File: config.mk
export PLATFORM = sky130hd
export DESIGN_NAME = fetch_queue
export DESIGN_NICKNAME = d
export VERILOG_FILES = /design/src/rtl/fetch_pkg.sv /design/src/rtl/fetch_fifo.sv /design/src/rtl/fetch_queue.sv
export SDC_FILE = /design/constraint.sdc
export NUM_CORES = 1
export LEC_CHECK = 0
export BUFFER_PORTS_ARGS = -buffer_cell sky130_fd_sc_hd__clkbuf_2
export CORE_MARGIN = 5
export CORE_UTILIZATION = 30
export CTS_CLUSTER_DIAMETER = 100
export CTS_CLUSTER_SIZE = 30
export DETAILED_ROUTE_END_ITERATION = 16
export HOLD_SLACK_MARGIN = 0.05
export PLACE_DENSITY = 0.51
export SLEW_MARGIN = 20
export SYNTH_ARGS = -nofsm -noshare
export SYNTH_HDL_FRONTEND = slang
export SYNTH_HIERARCHICAL = 1
export SYNTH_SLANG_ARGS = --single-unit
File: constraint.sdc
create_clock -name clock -period 7.41 [get_ports clock]
set_clock_uncertainty 0.15 [all_clocks]
set_input_delay 0 -clock clock [delete_from_list [all_inputs] [get_ports clock]]
set_output_delay 0 -clock clock [all_outputs]
set_load 0.01 [all_outputs]
File: src/rtl/fetch_pkg.sv
// Shared constants and the queue-entry layout for the fetch queue and its FIFO.
package fetch_pkg;

  localparam int INSTR_W     = 32;
  localparam int PC_STEP     = 4;
  localparam int LINK_OFFSET = 8;
  localparam logic [INSTR_W-1:0] NOP = 32'h0000_0000;

  // Entry layout at the core's standard 10-bit instruction address width.
  localparam int FQ_ADDR_W = 10;

  typedef struct packed {
    logic [INSTR_W-1:0]   instr;
    logic [FQ_ADDR_W-1:0] pc;
  } fq_entry_t;

  function automatic int entry_w(input int addr_w);
    return INSTR_W + addr_w;
  endfunction

endpackage

File: src/rtl/fetch_fifo.sv
// DEPTH-entry circular buffer with occupancy count; updates on the falling clock edge.
// Flush empties the queue in one edge by snapping the read pointer onto the write pointer.
module fetch_fifo #(
  parameter int DEPTH = 4,
  parameter int WIDTH = 42
) (
  input  logic             clock,
  input  logic             reset_n,
  input  logic             push,
  input  logic             pop,
  input  logic             flush,
  input  logic [WIDTH-1:0] wdata,
  output logic [WIDTH-1:0] rdata,
  output logic             full,
  output logic             empty
);

  localparam int PTR_W = $clog2(DEPTH);

  logic [WIDTH-1:0] mem_q [DEPTH];
  logic [PTR_W-1:0] wptr_q, rptr_q;
  logic [PTR_W:0]   count_q, count_d;

  always_comb begin
    count_d = count_q;
    case ({push, pop})
      2'b10:   count_d = count_q + 1'b1;
      2'b01:   count_d = count_q - 1'b1;
      default: count_d = count_q;
    endcase
  end

  always_ff @(negedge clock or negedge reset_n) begin
    if (!reset_n) begin
      wptr_q  <= '0;
      rptr_q  <= '0;
      count_q <= '0;
      for (int i = 0; i < DEPTH; i++) mem_q[i] <= '0;
    end else if (flush) begin
      rptr_q  <= wptr_q;
      count_q <= '0;
    end else begin
      if (push) begin
        mem_q[wptr_q] <= wdata;
        wptr_q        <= wptr_q + 1'b1;
      end
      if (pop) rptr_q <= rptr_q + 1'b1;
      count_q <= count_d;
    end
  end

  assign rdata = mem_q[rptr_q];
  assign full  = (count_q == (PTR_W+1)'(DEPTH));
  assign empty = (count_q == '0);

endmodule

File: src/rtl/fetch_queue.sv
// Fetch stage: owns the PC, reads imem combinationally and queues {instr, pc} for decode.
// Optional FETCH_STATS_EN adds saturating stall_cycles / flush_count outputs.
module fetch_queue
  import fetch_pkg::*;
#(
  parameter int                ADDR_W   = 10,
  parameter int                DEPTH    = 4,
  parameter logic [ADDR_W-1:0] RESET_PC = '0
) (
  input  logic               clock,
  input  logic               reset_n,
  output logic [ADDR_W-1:0]  imem_addr,
  input  logic [INSTR_W-1:0] imem_rdata,
  input  logic               redirect_valid,
  input  logic [ADDR_W-1:0]  redirect_pc,
  output logic               out_valid,
  input  logic               out_ready,
  output logic [INSTR_W-1:0] out_instr,
  output logic [ADDR_W-1:0]  out_pc,
  output logic [ADDR_W-1:0]  out_link,
  output logic               full
`ifdef FETCH_STATS_EN
  ,
  output logic [31:0]        stall_cycles,
  output logic [31:0]        flush_count
`endif
);

  localparam int ENTRY_W = entry_w(ADDR_W);

  // Handshake: decode takes the head on an edge where out_valid & out_ready are
  // both high and no redirect is present; a redirect cancels that edge's transfer.
  logic               push, pop;
  logic               fifo_full, fifo_empty;
  logic [ENTRY_W-1:0] head;
  logic [ADDR_W-1:0]  pc_q, pc_d;
  logic               loaded_q, loaded_d;
  logic [ADDR_W-1:0]  head_pc;
  logic [INSTR_W-1:0] head_instr;

  assign out_valid = ~fifo_empty;
  assign full      = fifo_full;
  assign pop       = out_valid & out_ready & ~redirect_valid;
  assign push      = ~redirect_valid & (~fifo_full | pop);
  assign imem_addr = pc_q;

  always_comb begin
    pc_d     = pc_q;
    loaded_d = loaded_q | push;
    if (redirect_valid)  pc_d = redirect_pc & ~ADDR_W'(3);
    else if (push)       pc_d = pc_q + ADDR_W'(PC_STEP);
  end

  always_ff @(negedge clock or negedge reset_n) begin
    if (!reset_n) begin
      pc_q     <= RESET_PC;
      loaded_q <= 1'b0;
    end else begin
      pc_q     <= pc_d;
      loaded_q <= loaded_d;
    end
  end

  fetch_fifo #(
    .DEPTH (DEPTH),
    .WIDTH (ENTRY_W)
  ) u_fifo (
    .clock   (clock),
    .reset_n (reset_n),
    .push    (push),
    .pop     (pop),
    .flush   (redirect_valid),
    .wdata   ({imem_rdata, pc_q}),
    .rdata   (head),
    .full    (fifo_full),
    .empty   (fifo_empty)
  );

  assign head_pc    = head[ADDR_W-1:0];
  assign head_instr = head[ENTRY_W-1 -: INSTR_W];

  // Until the first fetch lands the outputs read as zero, link included.
  assign out_instr = loaded_q ? head_instr : NOP;
  assign out_pc    = loaded_q ? head_pc : '0;
  assign out_link  = loaded_q ? head_pc + ADDR_W'(LINK_OFFSET) : '0;

`ifdef FETCH_STATS_EN
  logic [31:0] stall_q, stall_d, flush_q, flush_d;

  always_comb begin
    stall_d = stall_q;
    flush_d = flush_q;
    if (fifo_full && !pop && !redirect_valid && stall_q != '1) stall_d = stall_q + 1'b1;
    if (redirect_valid && flush_q != '1)                       flush_d = flush_q + 1'b1;
  end

  always_ff @(negedge clock or negedge reset_n) begin
    if (!reset_n) begin
      stall_q <= '0;
      flush_q <= '0;
    end else begin
      stall_q <= stall_d;
      flush_q <= flush_d;
    end
  end

  assign stall_cycles = stall_q;
  assign flush_count  = flush_q;
`endif

endmodule

# [Yosys cells after proc, flatten, opt, wreduce, memory -nomap -nowiden]
# Index checks and enable logic that the tools add are counted.
# W data, S select, Z words.
[word_totals] regBits=186 wordCells=52
[op_classes] n_mux=15 n_reduce_logical=6 order_cmp=3 add_sub_neg=6 n_bitwise=10 eq_ne=3
[ops] op="$bwmux W168" count=1
[ops] op="$mux W42" count=3
[ops] op="$bmux W42 S2" count=1
[ops] op="$demux W42 S2" count=1
[ops] op="$mux W10" count=4
[ops] op="$mux W32" count=1
[ops] op="$add A10 B3 Y10 const B" count=1
[ops] op="$add A10 B4 Y10 const B" count=1
[ops] op="$ge A3 B3 Y1 const B" count=2
[ops] op="$not A2 Y3" count=2
[ops] op="$pmux W3 S2" count=1
[ops] op="$add A2 B1 Y2 const B" count=2
[ops] op="$mux W2" count=2
[ops] op="$reduce_bool A2 Y1" count=2
[ops] op="$add A3 B1 Y3 const B" count=1
[ops] op="$and A1 B1 Y1" count=3
[ops] op="$eq A3 B3 Y1 const B" count=1
[ops] op="$logic_not A3 Y1" count=1
[ops] op="$lt A3 B1 Y1 const B" count=1
[ops] op="$mux W3" count=1
[ops] op="$not A1 Y1" count=3
[ops] op="$reduce_bool A3 Y1" count=1
[ops] op="$sub A3 B1 Y3 const B" count=1
[ops] op="$eq A2 B1 Y1 const B" count=1
[ops] op="4 further kinds" count=5

# [Logic depth before layout (Yosys ltp)]
# Gate-level depths: netlist (run 1).
[logic_depth] word_depth=9 mapped_depth=9 ltp_nobuf=8

# [By module]
# The synthesis (run 1) kept the hierarchy.
[modules_own_cells] module="fetch_fifo" seq_area_each_um2=4379.2 cells_per_inst=447 instances=1 area_each_um2=8530.7
[modules_own_cells] module="fetch_queue" seq_area_each_um2=225.2 cells_per_inst=124 instances=1 area_each_um2=973.4

==> flow_metrics.tcl, run 1 <==
set metrics [dict create \
    syn_inst 571 \
    grt_overflow_total 0 \
    drt_iter0_markers 203 \
    diodes 0 \
    min_to "u_fifo/mem_q[75]" \
    clockBufferDepth 2 \
    hp-start "u_fifo/mem_q[75]" \
    seq_area_mm2 0.00460 \
    vias 4949 \
    grt_usage_pct 12.0 \
    wl_per_cell_um 18.7 \
    die_h_um 188 \
    synth_area_leaders "dfrtn_1 48%, mux2_4 25%, mux4_2 10%" \
    ys_seq_area_share_pct 48.4 \
    switching_share_pct 31.3 \
    synthArstFlopShare_pct 100 \
    internal_power_w 0.00346 \
    ys_types 35 \
    clkLatencyLatePin_ns 0.40 \
    fin_cells 1089 \
    root_buffer "clkbuf_16" \
    dp_hpwl_um 11700 \
    rsz0062_at_grt "no" \
    drt_wl_total_um 20400 \
    routed-wl-met3_um 688 \
    leakagePower_nw 5.24 \
    rows 65 \
    start_util_pct 30.3 \
    power_frac_comb_pct 44.8 \
    fp.dieW_um 188 \
    met2WireLength_um 9620 \
    max-cap-violations 0 \
    multi_input_area_mm2 0.00444 \
    holdBufCountCts 0 \
    htreeDepth 4 \
    io_pins 110 \
    cp_max_fo 19 \
    hold_depth 1 \
    drtPass1Iterations 4 \
    finalPower_w 0.00504 \
    yosysMostFrequentCell "dfrtn_1" \
    area_growth_pct 13.6 \
    dpl_cell_area_mm2 0.0102 \
    ant_nets 0 \
    clockPowerShare_pct 19.1 \
    cts_tree "done" \
    synth.avg_cell_area_um2 16.6 \
    drive_above_1_share_pct 53.9 \
    synth_top_area_share_pct 48.4 \
    fin_area_mm2 0.0108 \
    yosysWarningCount 6 \
    setup_viol 0 \
    core_area_mm2 0.0314 \
    grt_pass1_vias 5596 \
    min-delay-path-class "reg -> reg" \
    n_fill_cell 3041 \
    r2r_end "u_fifo/mem_q[108]" \
    clkSlewWorstSetupHoldPaths_ns 0.05 \
    postCtsSetupRepairBufs 0 \
    wl_met1_um 9900 \
    setup-tns-final_ns 0 \
    worstSetupStartpointType "flop" \
    rr_startpoint "u_fifo/count_q[0]" \
    clock_sinks 184 \
    yosysTopAreaCell "dfrtn_1" \
    p_per_area_mw_per_mm2 467 \
    synthFlopType "dfrtn_1" \
    remaining_drc_errors 0 \
    ff2ff_setup_slack_ns 4.21 \
    antenna_found_initial 0 \
    place_congestion 0.678 \
    synth_area_mm2 0.00950 \
    finalHoldViolCount 0 \
    grt_pass1_wl_um 33200 \
    netlist_top_cells_count "184 x dfrtn_1, 160 x mux2_4, 46 x and2_1" \
    endpoint_kind "output port" \
    criticalPathCategory "reg -> out" \
    ctsResizeCount 0 \
    top_layer "met4" \
    io_buffer_count 105 \
    die_area_mm2 0.0353 \
    ir_drop_v 0.000150 \
    r2r_cells 7 \
    ys_ff_latch 184 \
    grt_max_degree 109 \
    cp_data_arrival_time_ns 6.34 \
    pwr-share-seq_pct 36.1 \
    worst_pin_slew_ns 0.909 \
    cts_inserted_buffers 17 \
    required_ns 7.26 \
    relSlewSlack_pct 39.4 \
    p_sw_w 0.00158 \
    synth_edf_count 0 \
    slew_viol_final 0 \
    routed_via_density 4.54 \
    nets 727 \
    fin_hold_ws_ns 0.299 \
    dp.cells 1057 \
    outcome "complete, no violations" \
]
## power by group through the flow
stage,sequential [W],combinational (W),clock [W]
after floorplan,0.00172,0.00182,0
after global placement,0.00182,0.00228,0
after detailed placement,0.00182,0.00231,0
after CTS,0.00182,0.00231,0.000996
after global routing,0.00188,0.00245,0.00104
final,0.00182,0.00226,0.000962
## stage by stage
| stage | worst slack [ns] | util (%) |
|---|---|---|
| global route | 0.694 | 34.4 |
| finish | 0.924 | 34.4 |
| global placement | 0.958 | 32.5 |
| detailed placement | 0.945 | 32.5 |
| CTS | 0.805 | 34.4 |
| floorplan | 1.51 | - |
## worst max-delay path: stages, from the launching register on
cell      delay, ns
dfrtn_1        0.73
buf_4          0.50
mux4_2         0.61
xnor2_1        0.15
nor2b_1        0.11
clkbuf_2       0.14
## area by class of cell
type                            instances  share of cell area [%]
Clock buffer                           19                    4.10
Clock inverter                         13                    1.54
Timing Repair Buffer                  115                    5.76
Inverter                                5                   0.174
Sequential cell                       184                    42.6
Multi-Input combinational cell        351                    41.1
Tap cell                              402                    4.66
## how the worst max path moves through the flow
stage / startpoint / to / slack, ns / cells past startpoint
final: u_fifo/rptr_q[0] / out_link[9] / 0.92 / 5
after global routing: u_fifo/rptr_q[0] / out_link[9] / 0.69 / 5
after CTS: u_fifo/rptr_q[0] / out_link[9] / 0.81 / 5
after detailed placement: redirect_valid / u_fifo/mem_q[110] / 0.95 / 7
after global placement: redirect_valid / u_fifo/mem_q[58] / 0.96 / 7
after floorplan: u_fifo/rptr_q[0] / out_link[9] / 1.51 / 8
## flip-flops by register name, indices dropped and copies added, names as in the netlist
signal          flops
u_fifo/mem_q      168
u_fifo/rptr_q       2
u_fifo/count_q      3
loaded_q            1
imem_addr           8
u_fifo/wptr_q       2
## routing by layer
layer / global-route usage (%) / vias up
met5: 0 / -
met4: 2.80 / 0
met3: 2.68 / 12
met2: 18.9 / 78
met1: 16.9 / 2619
li1: - / 2240
## cell families (layout without fill, tap and decap cells)
kind of cell / after synthesis / in the layout / synth area share, %
adder cells (fa/ha/maj): 7 / 7 / 1.00
XOR/XNOR: 17 / 17 / 1.57
other: 1 / 10 / 0.0395
flip-flops: 184 / 184 / 48.4
multiplexers: 215 / 215 / 36.7
buffers and inverters: 45 / 152 / 5.17
AND/OR/NAND/NOR: 86 / 86 / 5.95
AO/OA/AOI/OAI: 16 / 16 / 1.08
## layout by cell type (no fill, tap or decap), drive strengths merged, types with 2 or more instances in the layout
cell	instances
nand2	16
mux2	171
bufinv	3
nor3	2
buf	10
a211oi	3
nor2b	4
inv	9
o21ai	9
mux4	42
xor2	6
nor2	3
mux2i	2
xnor2	11
conb	10
clkbuf	124
clkinv	6
and2	46
ha	6
nor3b	3
nand3	6
dfrtn	184
a21oi	4
Note: power is estimated with default switching activity, not from simulation.
==> inputs of run 2 (changes only) <==
--- a/config.mk
+++ b/config.mk
@@ -7,12 +7,13 @@
 export LEC_CHECK = 0
 export BUFFER_PORTS_ARGS = -buffer_cell sky130_fd_sc_hd__clkbuf_2
 export CORE_MARGIN = 5
-export CORE_UTILIZATION = 30
+export CORE_UTILIZATION = 64
 export CTS_CLUSTER_DIAMETER = 100
 export CTS_CLUSTER_SIZE = 30
 export DETAILED_ROUTE_END_ITERATION = 16
 export HOLD_SLACK_MARGIN = 0.05
-export PLACE_DENSITY = 0.51
+export PLACE_DENSITY = 0.9
+export SETUP_SLACK_MARGIN = 0.1
 export SLEW_MARGIN = 20
 export SYNTH_ARGS = -nofsm -noshare
 export SYNTH_HDL_FRONTEND = slang
==> run 2 against run 1 <==
Clock power is 8.3% lower. Clock-buffer cell count is 4 higher. Wire length decreased by 6.8%. Register-to-register slack about the same. Worst setup slack improved by 0.025 ns. Hold slack improved by 0.00064 ns. Die area fell by 51%. Critical endpoint unchanged. Combinational power barely moved. Sequential share of layout area grew 1.3 points. Via count up 2.2%. Critical path type unchanged.
==> flow_metrics.tcl, run 2 (same netlist as run 1, synthesis figures left out) <==
set metrics [dict create \
    outcome "complete, no violations" \
    start_util_pct 65.4 \
    min-delay-path-class "reg -> reg" \
    drt_iter0_markers 367 \
    largest_reg_flops 168 \
    criticalPathCategory "reg -> out" \
    grt_pass1_wl_um 31800 \
    leakagePower_nw 5.22 \
    vias 5060 \
    cp_max_fo 9 \
    remaining_drc_errors 0 \
    max-cap-violations 0 \
    nets 725 \
    holdBufCountCts 0 \
    clock_sinks 184 \
    rsz0062_at_grt "no" \
    io_pins 110 \
    drt_wl_total_um 19000 \
    most-common-layout-cells "184 x dfrtn_1, 160 x mux2_4, 104 x clkbuf_2" \
    root_buffer "clkbuf_16" \
    cp_data_arrival_time_ns 6.31 \
    area_growth_pct 10.3 \
    ir_drop_v 0.000233 \
    ant_nets 0 \
    wl_per_cell_um 21.9 \
    core_area_mm2 0.0145 \
    fp.dieW_um 132 \
    worst_path_dominant_cell_family "flip-flops" \
    grt_pass1_vias 5838 \
    drive_above_1_share_pct 53.6 \
    die_h_um 132 \
    htreeDepth 4 \
    fin_ws_ns 0.949 \
    worst_pin_slew_ns 0.837 \
    crit_buf_inv 1 \
    dp_hpwl_um 11800 \
    routed_via_density 5.82 \
    final_common_cell "dfrtn_1" \
    endpoint_kind "output port" \
    grt_max_degree 94 \
    required_ns 7.26 \
    diodes 0 \
    postCtsSetupRepairBufs 0 \
    finalHoldViolCount 0 \
    setup-tns-final_ns 0 \
    largest-register "u_fifo/mem_q" \
    clkLatencyLatePin_ns 0.39 \
    io_buffer_count 105 \
    rows 44 \
    drtPass1Iterations 6 \
    die_area_mm2 0.0174 \
    setup_viol 0 \
    dp_slack_ns 1.03 \
    grt_usage_pct 22.7 \
    worstSetupStartpointType "flop" \
    ctsResizeCount 0 \
    finalPower_w 0.00502 \
    fin_hold_ws_ns 0.300 \
    grt_overflow_total 0 \
    clkSlewWorstSetupHoldPaths_ns 0.05 \
    relSlewSlack_pct 44.2 \
    cpMaxStageDelayCell "dfrtn_1" \
    cts_inserted_buffers 17 \
    ff2ff_setup_slack_ns 4.20 \
    slowest_delay_ns 0.72 \
    slew_viol_final 0 \
    place_congestion 0.759 \
    cts_tree "done" \
    clockBufferDepth 2 \
    path_cells "mux4_2, ha_1, nand3_1, nor2_1, xnor2_1, nor2b_1, clkbuf_2" \
    p_per_area_mw_per_mm2 479 \
    antenna_found_initial 0 \
]
[run 2: layout make-up]
| cell class | instances | area (um2) |
|---|---|---|
| clock buffers | 23 | 478 |
| well taps | 184 | 230 |
| flip-flops and latches | 184 | 4600 |
| multi-input cells | 351 | 4450 |
| repair buffers | 113 | 604 |
| fillers | 900 | 4050 |
| clock inverters | 9 | 97.6 |
| inverters | 5 | 18.8 |
[run 2: final timing paths]
| kind | startpoint | endpoint | depth (start not counted) |
|---|---|---|---|
| worst max-delay path | u_fifo/rptr_q[0] | out_link[9] | 7 |
| worst min register to register | u_fifo/mem_q[102] | u_fifo/mem_q[102] | 1 |
| min in group asynchronous | reset_n | u_fifo/mem_q[152] | 1 |
| max in group asynchronous | reset_n | u_fifo/mem_q[140] | 2 |
| worst min-delay path | u_fifo/mem_q[102] | u_fifo/mem_q[102] | 1 |
| worst max register to register | u_fifo/count_q[0] | u_fifo/mem_q[156] | 7 |
[run 2: stage by stage]
step | std cells | util, % | instance area, um2
floorplan | 580 | - | 9540
global placement | 837 | 68.1 | 9900
detailed placement | 837 | 68.1 | 9900
CTS | 869 | 72.1 | 10500
global route | 869 | 72.1 | 10500
finish | 869 | 72.1 | 10500
[run 2: power by group]
group	switching, W	internal, W
Sequential	0.000329	0.00153
Combinational	0.000892	0.00139
Clock	0.000362	0.000521
[run 2: per-layer routing]
layer / up-vias / part of all wire, % / track usage (%)
met4: 0 / 1.4 / 6.17
met1: 2721 / 44 / 29.7
met5: - / 0 / 0
li1: 2233 / - / -
met3: 20 / 3.3 / 4.92
met2: 86 / 52 / 38.7
